$ cat src/rtl/nn_mac_pkg.sv
// Shared FSM encodings and sizing helpers for the neuron MAC datapath.
package nn_mac_pkg;

  localparam int ST_W = 2;

  localparam logic [ST_W-1:0] ST_IDLE  = 2'd0;
  localparam logic [ST_W-1:0] ST_ACCUM = 2'd1;
  localparam logic [ST_W-1:0] ST_DRAIN = 2'd2;
  localparam logic [ST_W-1:0] ST_DONE  = 2'd3;

  function automatic int cnt_w(input int n);
    return (n > 1) ? $clog2(n) : 1;
  endfunction

  // Sign/guard bits above the OUT_W-1 magnitude bits of a clamp bound.
  function automatic int sat_pad(input int acc_w, input int out_w);
    return acc_w - out_w + 1;
  endfunction

endpackage

$ cat src/rtl/mac_out_sat.sv
// Accumulator to activation: arithmetic rescale, optional ReLU, clamp.
module mac_out_sat
  import nn_mac_pkg::*;
#(
  parameter int ACC_W     = 48,
  parameter int FRAC_BITS = 8,
  parameter int OUT_W     = 32,
  parameter bit RELU_EN   = 1'b1
) (
  input  logic [ACC_W-1:0] acc,
  output logic [OUT_W-1:0] res
);

  localparam int PAD = sat_pad(ACC_W, OUT_W);

  localparam logic [ACC_W-1:0] MAXV =
    {{PAD{1'b0}}, {(OUT_W-1){1'b1}}};
  localparam logic [ACC_W-1:0] MINV =
    {{PAD{1'b1}}, {(OUT_W-1){1'b0}}};

  logic signed [ACC_W-1:0] r;

  always_comb begin
    r = $signed(acc) >>> FRAC_BITS;
    if (RELU_EN && r[ACC_W-1]) r = '0;
    if (r > $signed(MAXV))
      res = MAXV[OUT_W-1:0];
    else if (r < $signed(MINV))
      res = MINV[OUT_W-1:0];
    else
      res = r[OUT_W-1:0];
  end

endmodule

$ cat src/rtl/mac_neuron_acc.sv
// Self-counting, back-pressured neuron MAC: bias + sum(pixel*weight),
// then rescale/ReLU/saturate into one registered activation per job.
module mac_neuron_acc
  import nn_mac_pkg::*;
#(
  parameter int DATA_W    = 16,
  parameter int N_INPUTS  = 784,
  parameter int ACC_W     = 48,
  parameter int FRAC_BITS = 8,
  parameter int OUT_W     = 32,
  parameter bit RELU_EN   = 1'b1
) (
  input  logic                clk,
  input  logic                rst,
  input  logic                start,
  input  logic [2*DATA_W-1:0] bias_in,
  input  logic                in_valid,
  output logic                in_ready,
  input  logic [DATA_W-1:0]   pixel_in,
  input  logic [DATA_W-1:0]   weights_in,
  output logic                out_valid,
  input  logic                out_ready,
  output logic [OUT_W-1:0]    out,
  output logic                busy
);

  localparam int CW = cnt_w(N_INPUTS);
  localparam int PW = 2 * DATA_W;

  logic [ST_W-1:0] state;
  logic [CW-1:0]   count;

  logic                     s1_v;
  logic                     s2_v;
  logic                     s3_v;
  logic signed [DATA_W-1:0] s1_pix;
  logic signed [DATA_W-1:0] s1_wt;
  logic signed [PW-1:0]     s2_prod;
  logic [ACC_W-1:0]         acc;
  logic [OUT_W-1:0]         res;
  logic [OUT_W-1:0]         out_q;

  logic hs;
  logic last;
  logic drained;

  assign in_ready  = (state == ST_ACCUM);
  assign out_valid = (state == ST_DONE);
  assign busy      = (state != ST_IDLE);
  assign out       = out_q;

  assign hs      = in_valid & in_ready;
  assign last    = (count == CW'(N_INPUTS - 1));
  // s3_v marks the cycle the last add lands, so the clamp sees a settled acc.
  assign drained = !(s1_v | s2_v | s3_v);

  mac_out_sat #(
    .ACC_W    (ACC_W),
    .FRAC_BITS(FRAC_BITS),
    .OUT_W    (OUT_W),
    .RELU_EN  (RELU_EN)
  ) u_sat (
    .acc(acc),
    .res(res)
  );

  always_ff @(posedge clk or posedge rst) begin
    if (rst) begin
      state   <= ST_IDLE;
      count   <= '0;
      s1_v    <= 1'b0;
      s2_v    <= 1'b0;
      s3_v    <= 1'b0;
      s1_pix  <= '0;
      s1_wt   <= '0;
      s2_prod <= '0;
      acc     <= '0;
      out_q   <= '0;
    end else begin
      s1_v <= hs;
      if (hs) begin
        s1_pix <= $signed(pixel_in);
        s1_wt  <= $signed(weights_in);
      end
      s2_v <= s1_v;
      if (s1_v) s2_prod <= s1_pix * s1_wt;
      s3_v <= s2_v;
      if (s2_v)
        acc <= acc + {{(ACC_W-PW){s2_prod[PW-1]}}, s2_prod};

      unique case (state)
        ST_IDLE: begin
          if (start) begin
            acc   <= {{(ACC_W-PW){bias_in[PW-1]}}, bias_in};
            count <= '0;
            state <= ST_ACCUM;
          end
        end
        ST_ACCUM: begin
          if (hs) begin
            count <= count + CW'(1);
            if (last) state <= ST_DRAIN;
          end
        end
        ST_DRAIN: begin
          if (drained) begin
            out_q <= res;
            state <= ST_DONE;
          end
        end
        ST_DONE: begin
          if (out_ready) state <= ST_IDLE;
        end
      endcase
    end
  end

endmodule
$ cat config.mk
export PLATFORM = sky130hd
export DESIGN_NAME = mac_neuron_acc
export DESIGN_NICKNAME = d
export VERILOG_FILES = /design/src/rtl/nn_mac_pkg.sv /design/src/rtl/mac_out_sat.sv /design/src/rtl/mac_neuron_acc.sv
export SDC_FILE = /design/constraint.sdc
export NUM_CORES = 1
export LEC_CHECK = 0
export CAP_MARGIN = 20
export CORE_MARGIN = 8
export CORE_UTILIZATION = 50
export DETAILED_ROUTE_END_ITERATION = 8
export PLACE_DENSITY = 0.69
export SYNTH_ARGS = -nofsm -noshare
export SYNTH_HDL_FRONTEND = slang
export SYNTH_SLANG_ARGS = --single-unit
$ cat constraint.sdc
create_clock -name clk -period 13 [get_ports clk]
set_input_delay 2.6 -clock clk [delete_from_list [all_inputs] [get_ports clk]]
set_output_delay 2.6 -clock clk [all_outputs]
set_load 0.01 [all_outputs]
==> impl_metrics.py, run 1 <==
metrics = {
    "outcome": {
        "status": "finished clean",
    },
    "route": {
        "drtPass1Iterations": 5,
        "drtIter0Drc": 790,
        "drt_wl_total_um": 44580,
        "via_per_inst": 5.426,
        "vias": 14040,
        "drc": 0,
        "drt-wirelength-per-cell_um": 17.23,
        "ant_nets": 0,
    },
    "sta": {
        "maxSlewViolCount": 0,
        "setup_viol": 0,
        "setup_tns_ns": 0,
        "skew_ns": 0.01664,
        "fin_crit_ns": 6.782,
        "timing.fmax_ghz": 0.1475,
        "relSlewSlack_pct": 37.07,
        "rsz0062_at_grt": "false",
        "hold_viol": 0,
        "post-route-period-util_pct": 52.17,
        "worst_pin_slew_ns": 0.9439,
    },
    "cells_and_area": {
        "final_cell_mix": "inv_1, fa_1, nand2_1, dfrtp_1, ha_1",
        "fin_nets": 2530,
        "drive_gt1_share_pct": 5.780,
        "layout_commonest_cell": "inv_1",
        "antenna_cells": 0,
        "synthToLayoutAreaGrowth_pct": 11.02,
    },
    "cts": {
        "cts_tree": "built",
        "clock_sinks": 159,
        "htreeDepth": 4,
        "cts_made_buffers": 17,
        "clk_latency_ns": 0.45,
        "ctsResizeCount": 0,
        "ctsHoldBuffers": 0,
        "cts_setup_buffers": 0,
        "cts_max_path_buffers": 2,
        "clkTransAtPathRegs_ns": 0.07,
        "cts-root-buf": "clkbuf_16",
    },
    "floorplanning": {
        "row_count": 71,
        "die_area_um2": 44410,
        "io_pins": 104,
        "die_w_um": 210.7,
        "core_area_um2": 37490,
        "die_h_um": 210.7,
        "initial_utilization_pct": 50.57,
    },
    "critical_path": {
        "worst_setup_path_end_kind": "register",
        "crit_slowest_cell": "dfrtp_1",
        "required_ns": 13.33,
        "path_cells": "nand2b_1 -> fa_1 -> fa_1 -> inv_1 -> fa_1 -> fa_1 -> fa_1 -> inv_1 -> fa_1 -> inv_1 -> ha_1 -> a21oi_2 -> o21bai_1 -> a21o_1 -> a311o_1 -> o21ai_2 -> a21oi_1 -> a2111o_1 -> a21oi_2 -> xnor2_1 -> mux2_2",
        "crit_type": "register to register",
        "path_common_cell": "fa_1",
        "critPathArrivalTime_ns": 7.12,
        "startpoint": "s1_pix[0]$_DFFE_PP0P_",
        "crit_path_max_incr_delay_ns": 0.60,
        "timing.rr.start": "s1_pix[0]$_DFFE_PP0P_",
        "critPathLaunchType": "register",
        "worstPathMaxFanout": 17,
    },
    "global_route": {
        "track_usage_pct": 21.33,
        "grt_max_degree": 82,
        "grt-ovfl-total": 0,
        "grt_pass1_wl_um": 76480,
        "antenna_found_initial": 0,
        "grt_pass1_vias": 15310,
    },
    "synth": {
        "ys_types": 71,
        "yosys_warnings": 0,
        "synth_top_area_cell": "fa_1",
        "synth-async-reset-ratio_pct": 100.0,
        "synth_area_leaders": "fa_1, dfrtp_1, ha_1",
        "synth.avg_cell_area_um2": 9.409,
        "synth_edf_count": 0,
        "ys_ff_latch": 159,
        "synthesis.nets": 2482,
        "synth_top_cell_area_share_pct": 27.77,
        "synth-seq-area-share_pct": 20.99,
        "yosys_most_used_dff": "dfrtp_1",
        "syn-instance-count": 2015,
        "syn-cell-area_um2": 18960,
    },
    "placement": {
        "hpwl_um": 34520,
        "io_buffers": 103,
        "gp_congestion": 0.9208,
    },
    "hold_path": {
        "hp-start": "out[7]$_DFFE_PP0P_",
        "min-delay-path-class": "register to register",
    },
    "run": {
        "max_cap_violations": 0,
    },
}
[metrics by stage]
step	instance area (µm²)	cells	util [%]	hold slack, ns	worst slack (ns)
floorplan	18960	2015	-	0.3519	6.108
global placement	20370	2551	54.34	0.4676	6.361
detailed placement	20370	2551	54.34	0.4662	6.250
CTS	20950	2583	55.87	0.4798	6.229
global route	21050	2587	56.15	0.5066	5.924
finish	21050	2587	56.15	0.4746	6.218
[worst max-delay path: cells and delay by family, from the launching register on]
kind	cells	cell delay, ns
buffers and inverters	3	0.16
muxes	1	0.26
and+or+nand+nor	1	0.28
DFF	1	0.60
xor gates and xnor gates	1	0.07
adders and majority gates	7	3.57
AOI/OAI and AO/OA	8	1.73
[routing by layer]
layer	vias up	share of wire, %	track usage (%)
li1	6611	-	-
met3	102	3.0	2.596
met1	7053	42	25.88
met2	272	51	37.72
met5	-	0	0
met4	0	4.1	9.508
[registers in the layout, indices dropped and copies added, names as in the netlist]
signal and flops:
acc 48, count 10, out 32, s1_pix 16
s1_v 1, s1_wt 16, s2_prod 32, s2_v 1
s3_v 1, state 2
[layout make-up]
class | count | area (µm²)
well taps | 511 | 639.4
multi-input cells | 1468 | 13530
repair buffers | 114 | 1186
clock buffers | 21 | 470.5
fillers | 3371 | 16440
flip-flops and latches | 159 | 3980
clock inverters | 11 | 103.9
inverters | 303 | 1142
[synthesized netlist by cell type (7+ instances only)]
cell type  count
inv_1        303
fa_1         263
nand2_1      228
dfrtp_1      159
ha_1         135
and2_1       132
nor2_1        98
a21oi_1       91
clkbuf_1      75
o21ai_0       62
mux2_2        57
a21o_1        51
xnor2_1       51
o31ai_1       38
mux2i_1       33
xor2_1        24
nor3_1        22
nand3_1       17
nand4_1       16
a31oi_1       12
and3_1        11
nand2b_1      11
o21a_1        11
o21bai_1      11
buf_1          8
or3_1          8
nor2b_1        7
nor3b_1        7
[kinds of logic (layout without fill, tap and decap cells)]
group           after synthesis  after routing  share of synthesized area [%]
simple gates                577            577                          14.68
flops                       159            159                          20.99
compound gates              328            328                          11.37
xor+xnor                     75             75                          3.465
fa+ha+maj                   398            398                          36.68
buf+inv                     388            449                          7.695
mux                          90             90                          5.128
[final timing paths]
path | to | slack (ns) | depth (start not counted)
worst max-delay path | s2_prod[30]$_DFFE_PP0P_ | 6.22 | 21
worst min-delay path | out[7]$_DFFE_PP0P_ | 0.47 | 2
worst max register to register | s2_prod[30]$_DFFE_PP0P_ | 6.22 | 21
worst min register to register | out[7]$_DFFE_PP0P_ | 0.47 | 2
max in group asynchronous | acc[21]$_DFF_PP0_ | 9.05 | 4
min in group asynchronous | count[3]$_DFFE_PP0P_ | 2.69 | 2
Power of run 1 is left out: the tool's default activity adds up to more than one toggle a clock period on the data nets, which glitch-free logic cannot reach.
==> inputs of run 2 (changes only) <==
==> constraint.sdc (replaced) <==
create_clock -name clk -period 6.7 [get_ports clk]
set_input_delay 1.34 -clock clk [delete_from_list [all_inputs] [get_ports clk]]
set_output_delay 1.34 -clock clk [all_outputs]
set_load 0.01 [all_outputs]
==> run 2 against run 1 <==
Effect of this change: sequential share of layout area down 0.20 points; via count up 0.85%; core utilization up 0.86 points; setup slack worse by 6.0 ns; register-to-register slack worse by 6.0 ns; wire length up 2.2%; critical path type unchanged.
==> impl_metrics.py, run 2 (same netlist as run 1, synthesis figures left out) <==
metrics = {
    "global_route": {
        "grt_pass1_vias": 15570,
        "antenna_found_initial": 0,
        "grt_pass1_wl_um": 78140,
        "grt-ovfl-total": 0,
        "track_usage_pct": 21.83,
        "grt_max_degree": 68,
    },
    "critical_path": {
        "critPathArrivalTime_ns": 6.80,
        "path_cells": "inv_1 -> buf_4 -> nor2_1 -> fa_1 -> fa_1 -> fa_1 -> fa_1 -> fa_1 -> inv_1 -> fa_1 -> inv_1 -> ha_1 -> a21o_1 -> a21o_1 -> a21oi_1 -> o21a_1 -> o21ai_0 -> a221o_1 -> a21oi_1 -> xnor2_1 -> mux2_2",
        "crit_slowest_cell": "fa_1",
        "crit_path_max_incr_delay_ns": 0.53,
        "worst_setup_path_end_kind": "register",
        "reg2reg_slack_ns": 0.24,
        "required_ns": 7.04,
        "critPathLaunchType": "register",
        "startpoint": "s1_wt[15]$_DFFE_PP0P_",
        "path_common_cell": "fa_1",
        "timing.rr.start": "s1_wt[15]$_DFFE_PP0P_",
        "worstPathMaxFanout": 10,
        "crit_type": "register to register",
        "endpoint": "s2_prod[29]$_DFFE_PP0P_",
        "worstReg2RegEnd": "s2_prod[29]$_DFFE_PP0P_",
        "reg2reg_depth": 21,
    },
    "route": {
        "ant_nets": 0,
        "drt-wirelength-per-cell_um": 17.37,
        "drc": 0,
        "drt_wl_total_um": 45550,
        "vias": 14160,
        "drtIter0Drc": 749,
        "via_per_inst": 5.399,
        "drtPass1Iterations": 5,
    },
    "placement": {
        "io_buffers": 103,
        "hpwl_um": 36180,
        "gp_congestion": 0.9070,
    },
    "cts": {
        "ctsHoldBuffers": 0,
        "cts_max_path_buffers": 2,
        "clk_latency_ns": 0.45,
        "cts-root-buf": "clkbuf_16",
        "clkTransAtPathRegs_ns": 0.07,
        "clock_sinks": 159,
        "htreeDepth": 4,
        "cts_made_buffers": 17,
        "cts_tree": "built",
    },
    "sta": {
        "post-route-period-util_pct": 96.35,
        "hold_viol": 0,
        "fin_crit_ns": 6.455,
        "setup_tns_ns": 0,
        "timing.fmax_ghz": 0.1549,
        "relSlewSlack_pct": 33.93,
        "skew_ns": 0.007778,
        "worst_pin_slew_ns": 0.9910,
        "maxSlewViolCount": 0,
        "setup_viol": 0,
        "rsz0062_at_grt": "false",
    },
    "floorplanning": {
        "core_area_um2": 37490,
        "die_area_um2": 44410,
        "row_count": 71,
        "die_h_um": 210.7,
        "io_pins": 104,
        "initial_utilization_pct": 50.57,
        "die_w_um": 210.7,
    },
    "cells_and_area": {
        "drive_gt1_share_pct": 8.195,
        "fin_nets": 2565,
        "multi_input_area_um2": 13540,
        "final_cell_mix": "inv_1, fa_1, nand2_1, dfrtp_1, ha_1",
        "largest_reg_flops": 48,
        "synthToLayoutAreaGrowth_pct": 12.73,
        "final-seq-area_um2": 3999,
        "fill_cells": 3376,
        "layout_commonest_cell": "inv_1",
        "antenna_cells": 0,
        "top_register": "acc",
    },
    "outcome": {
        "status": "finished clean",
    },
    "hold_path": {
        "min-delay-path-class": "register to register",
    },
    "run": {
        "max_cap_violations": 0,
    },
}
run 2: cell count changes in the layout (fill, tap and decap cells not counted), moves of 2 or more:
| cell | change |
|---|---|
| inv_8 | +4 |
| bufinv_16 | +2 |
| clkbuf_8 | -3 |
| dfrtp_1 | -15 |
| dfrtp_2 | +15 |
| clkinv_2 | -2 |
| buf_4 | +36 |
run 2: per-stage QoR:
stage | area (µm²) | std cells | hold slack, ns | setup WS [ns] | util (%)
floorplan | 18960 | 2015 | 0.3519 | 0.3055 | -
global placement | 20630 | 2585 | 0.4641 | 0.2382 | 55.02
detailed placement | 20630 | 2585 | 0.4657 | 0.1541 | 55.02
CTS | 21250 | 2617 | 0.4812 | 0.09310 | 56.69
global route | 21370 | 2622 | 0.5100 | 0.01692 | 57.01
finish | 21370 | 2622 | 0.4745 | 0.2446 | 57.01
run 2: worst min path at each step:
stage,from,end,depth (start not counted)
after floorplan,s1_v$_DFF_PP0_,s2_v$_DFF_PP0_,0
after global placement,out[14]$_DFFE_PP0P_,out[14]$_DFFE_PP0P_,2
after detailed placement,out[1]$_DFFE_PP0P_,out[1]$_DFFE_PP0P_,2
after CTS,out[1]$_DFFE_PP0P_,out[1]$_DFFE_PP0P_,2
after global routing,out[19]$_DFFE_PP0P_,out[19]$_DFFE_PP0P_,2
final,out[1]$_DFFE_PP0P_,out[1]$_DFFE_PP0P_,2
run 2: timing repair:
item / CTS / global route
endpoints found under the setup margin: 0 / 6
buffers inserted: 0 / 2
resized for setup: 0 / 17
run 2: layout make-up:
type | count | area share [%]
Clock buffer | 17 | 1.990
Clock inverter | 15 | 0.9367
Inverter | 303 | 5.345
Multi-Input combinational cell | 1468 | 63.34
Sequential cell | 159 | 18.71
Tap cell | 511 | 2.991
Timing Repair Buffer | 149 | 6.685
run 2: worst max-delay path: cells and delay by family (launching register included):
family | cells | cell delay, ns
muxes | 1 | 0.25
adders and majority gates | 7 | 3.33
buffers and inverters | 4 | 0.62
DFF | 1 | 0.47
AOI/OAI and AO/OA | 7 | 1.49
and+or+nand+nor | 1 | 0.08
xor gates and xnor gates | 1 | 0.08
run 2: per-layer routing:
metal / vias to the layer above / track usage [%] / part of all wire [%]
li1: 6689 / - / -
met1: 7117 / 27.31 / 43
met2: 263 / 38.48 / 51
met3: 88 / 3.398 / 3.3
met4: 0 / 6.684 / 2.6
met5: - / 0 / 0
Power of run 2 is left out for the same reason.
==> inputs of run 3 (changes only) <==
--- a/config.mk
+++ b/config.mk
@@ -7,9 +7,9 @@
 export LEC_CHECK = 0
 export CAP_MARGIN = 20
 export CORE_MARGIN = 8
-export CORE_UTILIZATION = 50
+export CORE_UTILIZATION = 40
+export CTS_CLUSTER_SIZE = 25
 export DETAILED_ROUTE_END_ITERATION = 8
-export PLACE_DENSITY = 0.69
 export SYNTH_ARGS = -nofsm -noshare
 export SYNTH_HDL_FRONTEND = slang
 export SYNTH_SLANG_ARGS = --single-unit
==> run 3 against run 2 <==
Effect of this change: hold slack better by 0.0031 ns; global-route usage is 3.5 points lower; first-iteration DRC count is 6.3% lower; setup slack got worse by 0.0097 ns; die area up 23%; core utilization decreased by 11 points; via count up 0.37%; fmax decreased by 0.15%; flip-flop and latch count stayed put; non-clock buffer count decreased by 1; critical endpoint is now s2_prod[30]$_DFFE_PP0P_.
==> impl_metrics.py, run 3 (same netlist as run 1, synthesis figures left out) <==
metrics = {
    "floorplanning": {
        "core_area_um2": 46650,
        "die_area_um2": 54620,
        "die_w_um": 233.7,
        "row_count": 79,
        "io_pins": 104,
        "die_h_um": 233.7,
        "initial_utilization_pct": 40.64,
    },
    "route": {
        "drt-wirelength-per-cell_um": 17.41,
        "vias": 14210,
        "drt_wl_total_um": 47300,
        "drtIter0Drc": 702,
        "via_per_inst": 5.232,
        "drc": 0,
        "ant_nets": 0,
        "drtPass1Iterations": 5,
    },
    "cells_and_area": {
        "fin_nets": 2564,
        "top_register": "acc",
        "layout_commonest_cell": "inv_1",
        "synthToLayoutAreaGrowth_pct": 13.26,
        "antenna_cells": 0,
        "finish.utilization_pct": 46.03,
        "drive_gt1_share_pct": 8.013,
        "final_cell_mix": "inv_1, fa_1, nand2_1, dfrtp_1, ha_1",
        "largest_reg_flops": 48,
    },
    "critical_path": {
        "crit_path_max_incr_delay_ns": 0.56,
        "timing.rr.start": "s1_wt[6]$_DFFE_PP0P_",
        "reg2reg_depth": 22,
        "worstReg2RegEnd": "s2_prod[30]$_DFFE_PP0P_",
        "worstPathMaxFanout": 12,
        "critPathLaunchType": "register",
        "crit_type": "register to register",
        "path_common_cell": "fa_1",
        "path_cells": "and2_1 -> fa_1 -> inv_1 -> fa_1 -> fa_1 -> inv_1 -> fa_1 -> fa_1 -> inv_1 -> fa_1 -> inv_1 -> ha_1 -> a21oi_2 -> o21bai_1 -> a21o_1 -> a311o_1 -> o21ai_2 -> a21oi_1 -> a2111o_1 -> a21oi_2 -> xnor2_1 -> mux2_2",
        "required_ns": 7.06,
        "worst_setup_path_end_kind": "register",
        "crit_slowest_cell": "fa_1",
        "critPathArrivalTime_ns": 6.83,
        "reg2reg_slack_ns": 0.23,
    },
    "sta": {
        "post-route-period-util_pct": 96.49,
        "rsz0062_at_grt": "false",
        "setup_viol": 0,
        "worst_pin_slew_ns": 1.015,
        "setup_tns_ns": 0,
        "timing.fmax_ghz": 0.1547,
        "relSlewSlack_pct": 32.08,
        "hold_viol": 0,
        "skew_ns": 0.01985,
        "fin_crit_ns": 6.465,
        "maxSlewViolCount": 0,
    },
    "cts": {
        "ctsHoldBuffers": 0,
        "cts_made_buffers": 17,
        "htreeDepth": 4,
        "clock_sinks": 159,
        "cts_max_path_buffers": 2,
        "cts_tree": "built",
        "cts-root-buf": "clkbuf_16",
        "clkTransAtPathRegs_ns": 0.08,
        "clk_latency_ns": 0.49,
    },
    "global_route": {
        "track_usage_pct": 18.34,
        "antenna_found_initial": 0,
        "grt-ovfl-total": 0,
        "grt_pass1_wl_um": 79250,
        "grt_max_degree": 64,
        "grt_pass1_vias": 15480,
    },
    "hold_path": {
        "hold_end": "out[22]$_DFFE_PP0P_",
        "hp-start": "out[22]$_DFFE_PP0P_",
        "whs_path_depth": 2,
        "min-delay-path-class": "register to register",
    },
    "outcome": {
        "status": "finished clean",
    },
    "placement": {
        "io_buffers": 103,
        "hpwl_um": 38060,
        "gp_congestion": 0.8699,
    },
    "run": {
        "max_cap_violations": 0,
    },
}
-- run 3: changes by cell type in the layout (fill, tap and decap cells not counted) --
cell / change
buf_4: -1
clkbuf_1: +2
clkbuf_8: +2
clkinvlp_4: -1
dfrtp_1: +1
dfrtp_2: -1
fa_1: -1
fa_2: +1
inv_6: -2
inv_8: -2
-- run 3: worst max-delay path: cells and delay by family, from the launching register on --
| kind | cells | cell delay [ns] |
|---|---|---|
| compound gates | 8 | 1.69 |
| buf+inv | 4 | 0.19 |
| mux | 1 | 0.25 |
| simple gates | 1 | 0.20 |
| xor+xnor | 1 | 0.06 |
| fa+ha+maj | 7 | 3.44 |
| flops | 1 | 0.49 |
-- run 3: how the worst max path moves through the flow --
stage                                from                       to  depth (start not counted)
floorplan            s1_wt[9]$_DFFE_PP0P_  s2_prod[30]$_DFFE_PP0P_                         23
global placement     s1_wt[4]$_DFFE_PP0P_  s2_prod[30]$_DFFE_PP0P_                         22
detailed placement  s1_pix[7]$_DFFE_PP0P_  s2_prod[30]$_DFFE_PP0P_                         21
CTS                 s1_pix[7]$_DFFE_PP0P_  s2_prod[30]$_DFFE_PP0P_                         21
global route         s1_wt[9]$_DFFE_PP0P_  s2_prod[25]$_DFFE_PP0P_                         23
finish               s1_wt[6]$_DFFE_PP0P_  s2_prod[30]$_DFFE_PP0P_                         22
-- run 3: cell type report --
| cell class | instances | area [µm²] |
|---|---|---|
| fill | 4549 | 25180 |
| multi-input combinational | 1468 | 13540 |
| sequential | 159 | 3998 |
| timing repair buffer | 148 | 1421 |
| inverter | 303 | 1142 |
| tap | 607 | 759.5 |
| clock buffer | 21 | 460.4 |
| clock inverter | 10 | 152.6 |
-- run 3: metal layers --
layer | GRT usage, % | up-vias | share of wire (%)
met5 | 0 | - | 0
met4 | 5.821 | 0 | 2.5
met3 | 2.984 | 72 | 3.2
met2 | 32.07 | 256 | 51
met1 | 23.02 | 7208 | 43
li1 | - | 6674 | -
-- run 3: per-stage QoR --
stage | setup slack, ns | area (µm²) | std cells | hold slack [ns]
floorplan | 0.3055 | 18960 | 2015 | 0.3519
global placement | 0.2080 | 20750 | 2682 | 0.4654
detailed placement | 0.1156 | 20750 | 2682 | 0.4657
CTS | 0.09149 | 21370 | 2713 | 0.4810
global route | 0.003041 | 21470 | 2716 | 0.4994
finish | 0.2349 | 21470 | 2716 | 0.4775
-- run 3: what timing repair did --
action	4_1_cts	5_1_grt
buffers inserted	0	0
setup endpoints to repair	0	6
hold endpoints to repair	0	0
gates resized for setup	0	17
Power of run 3 is left out for the same reason.
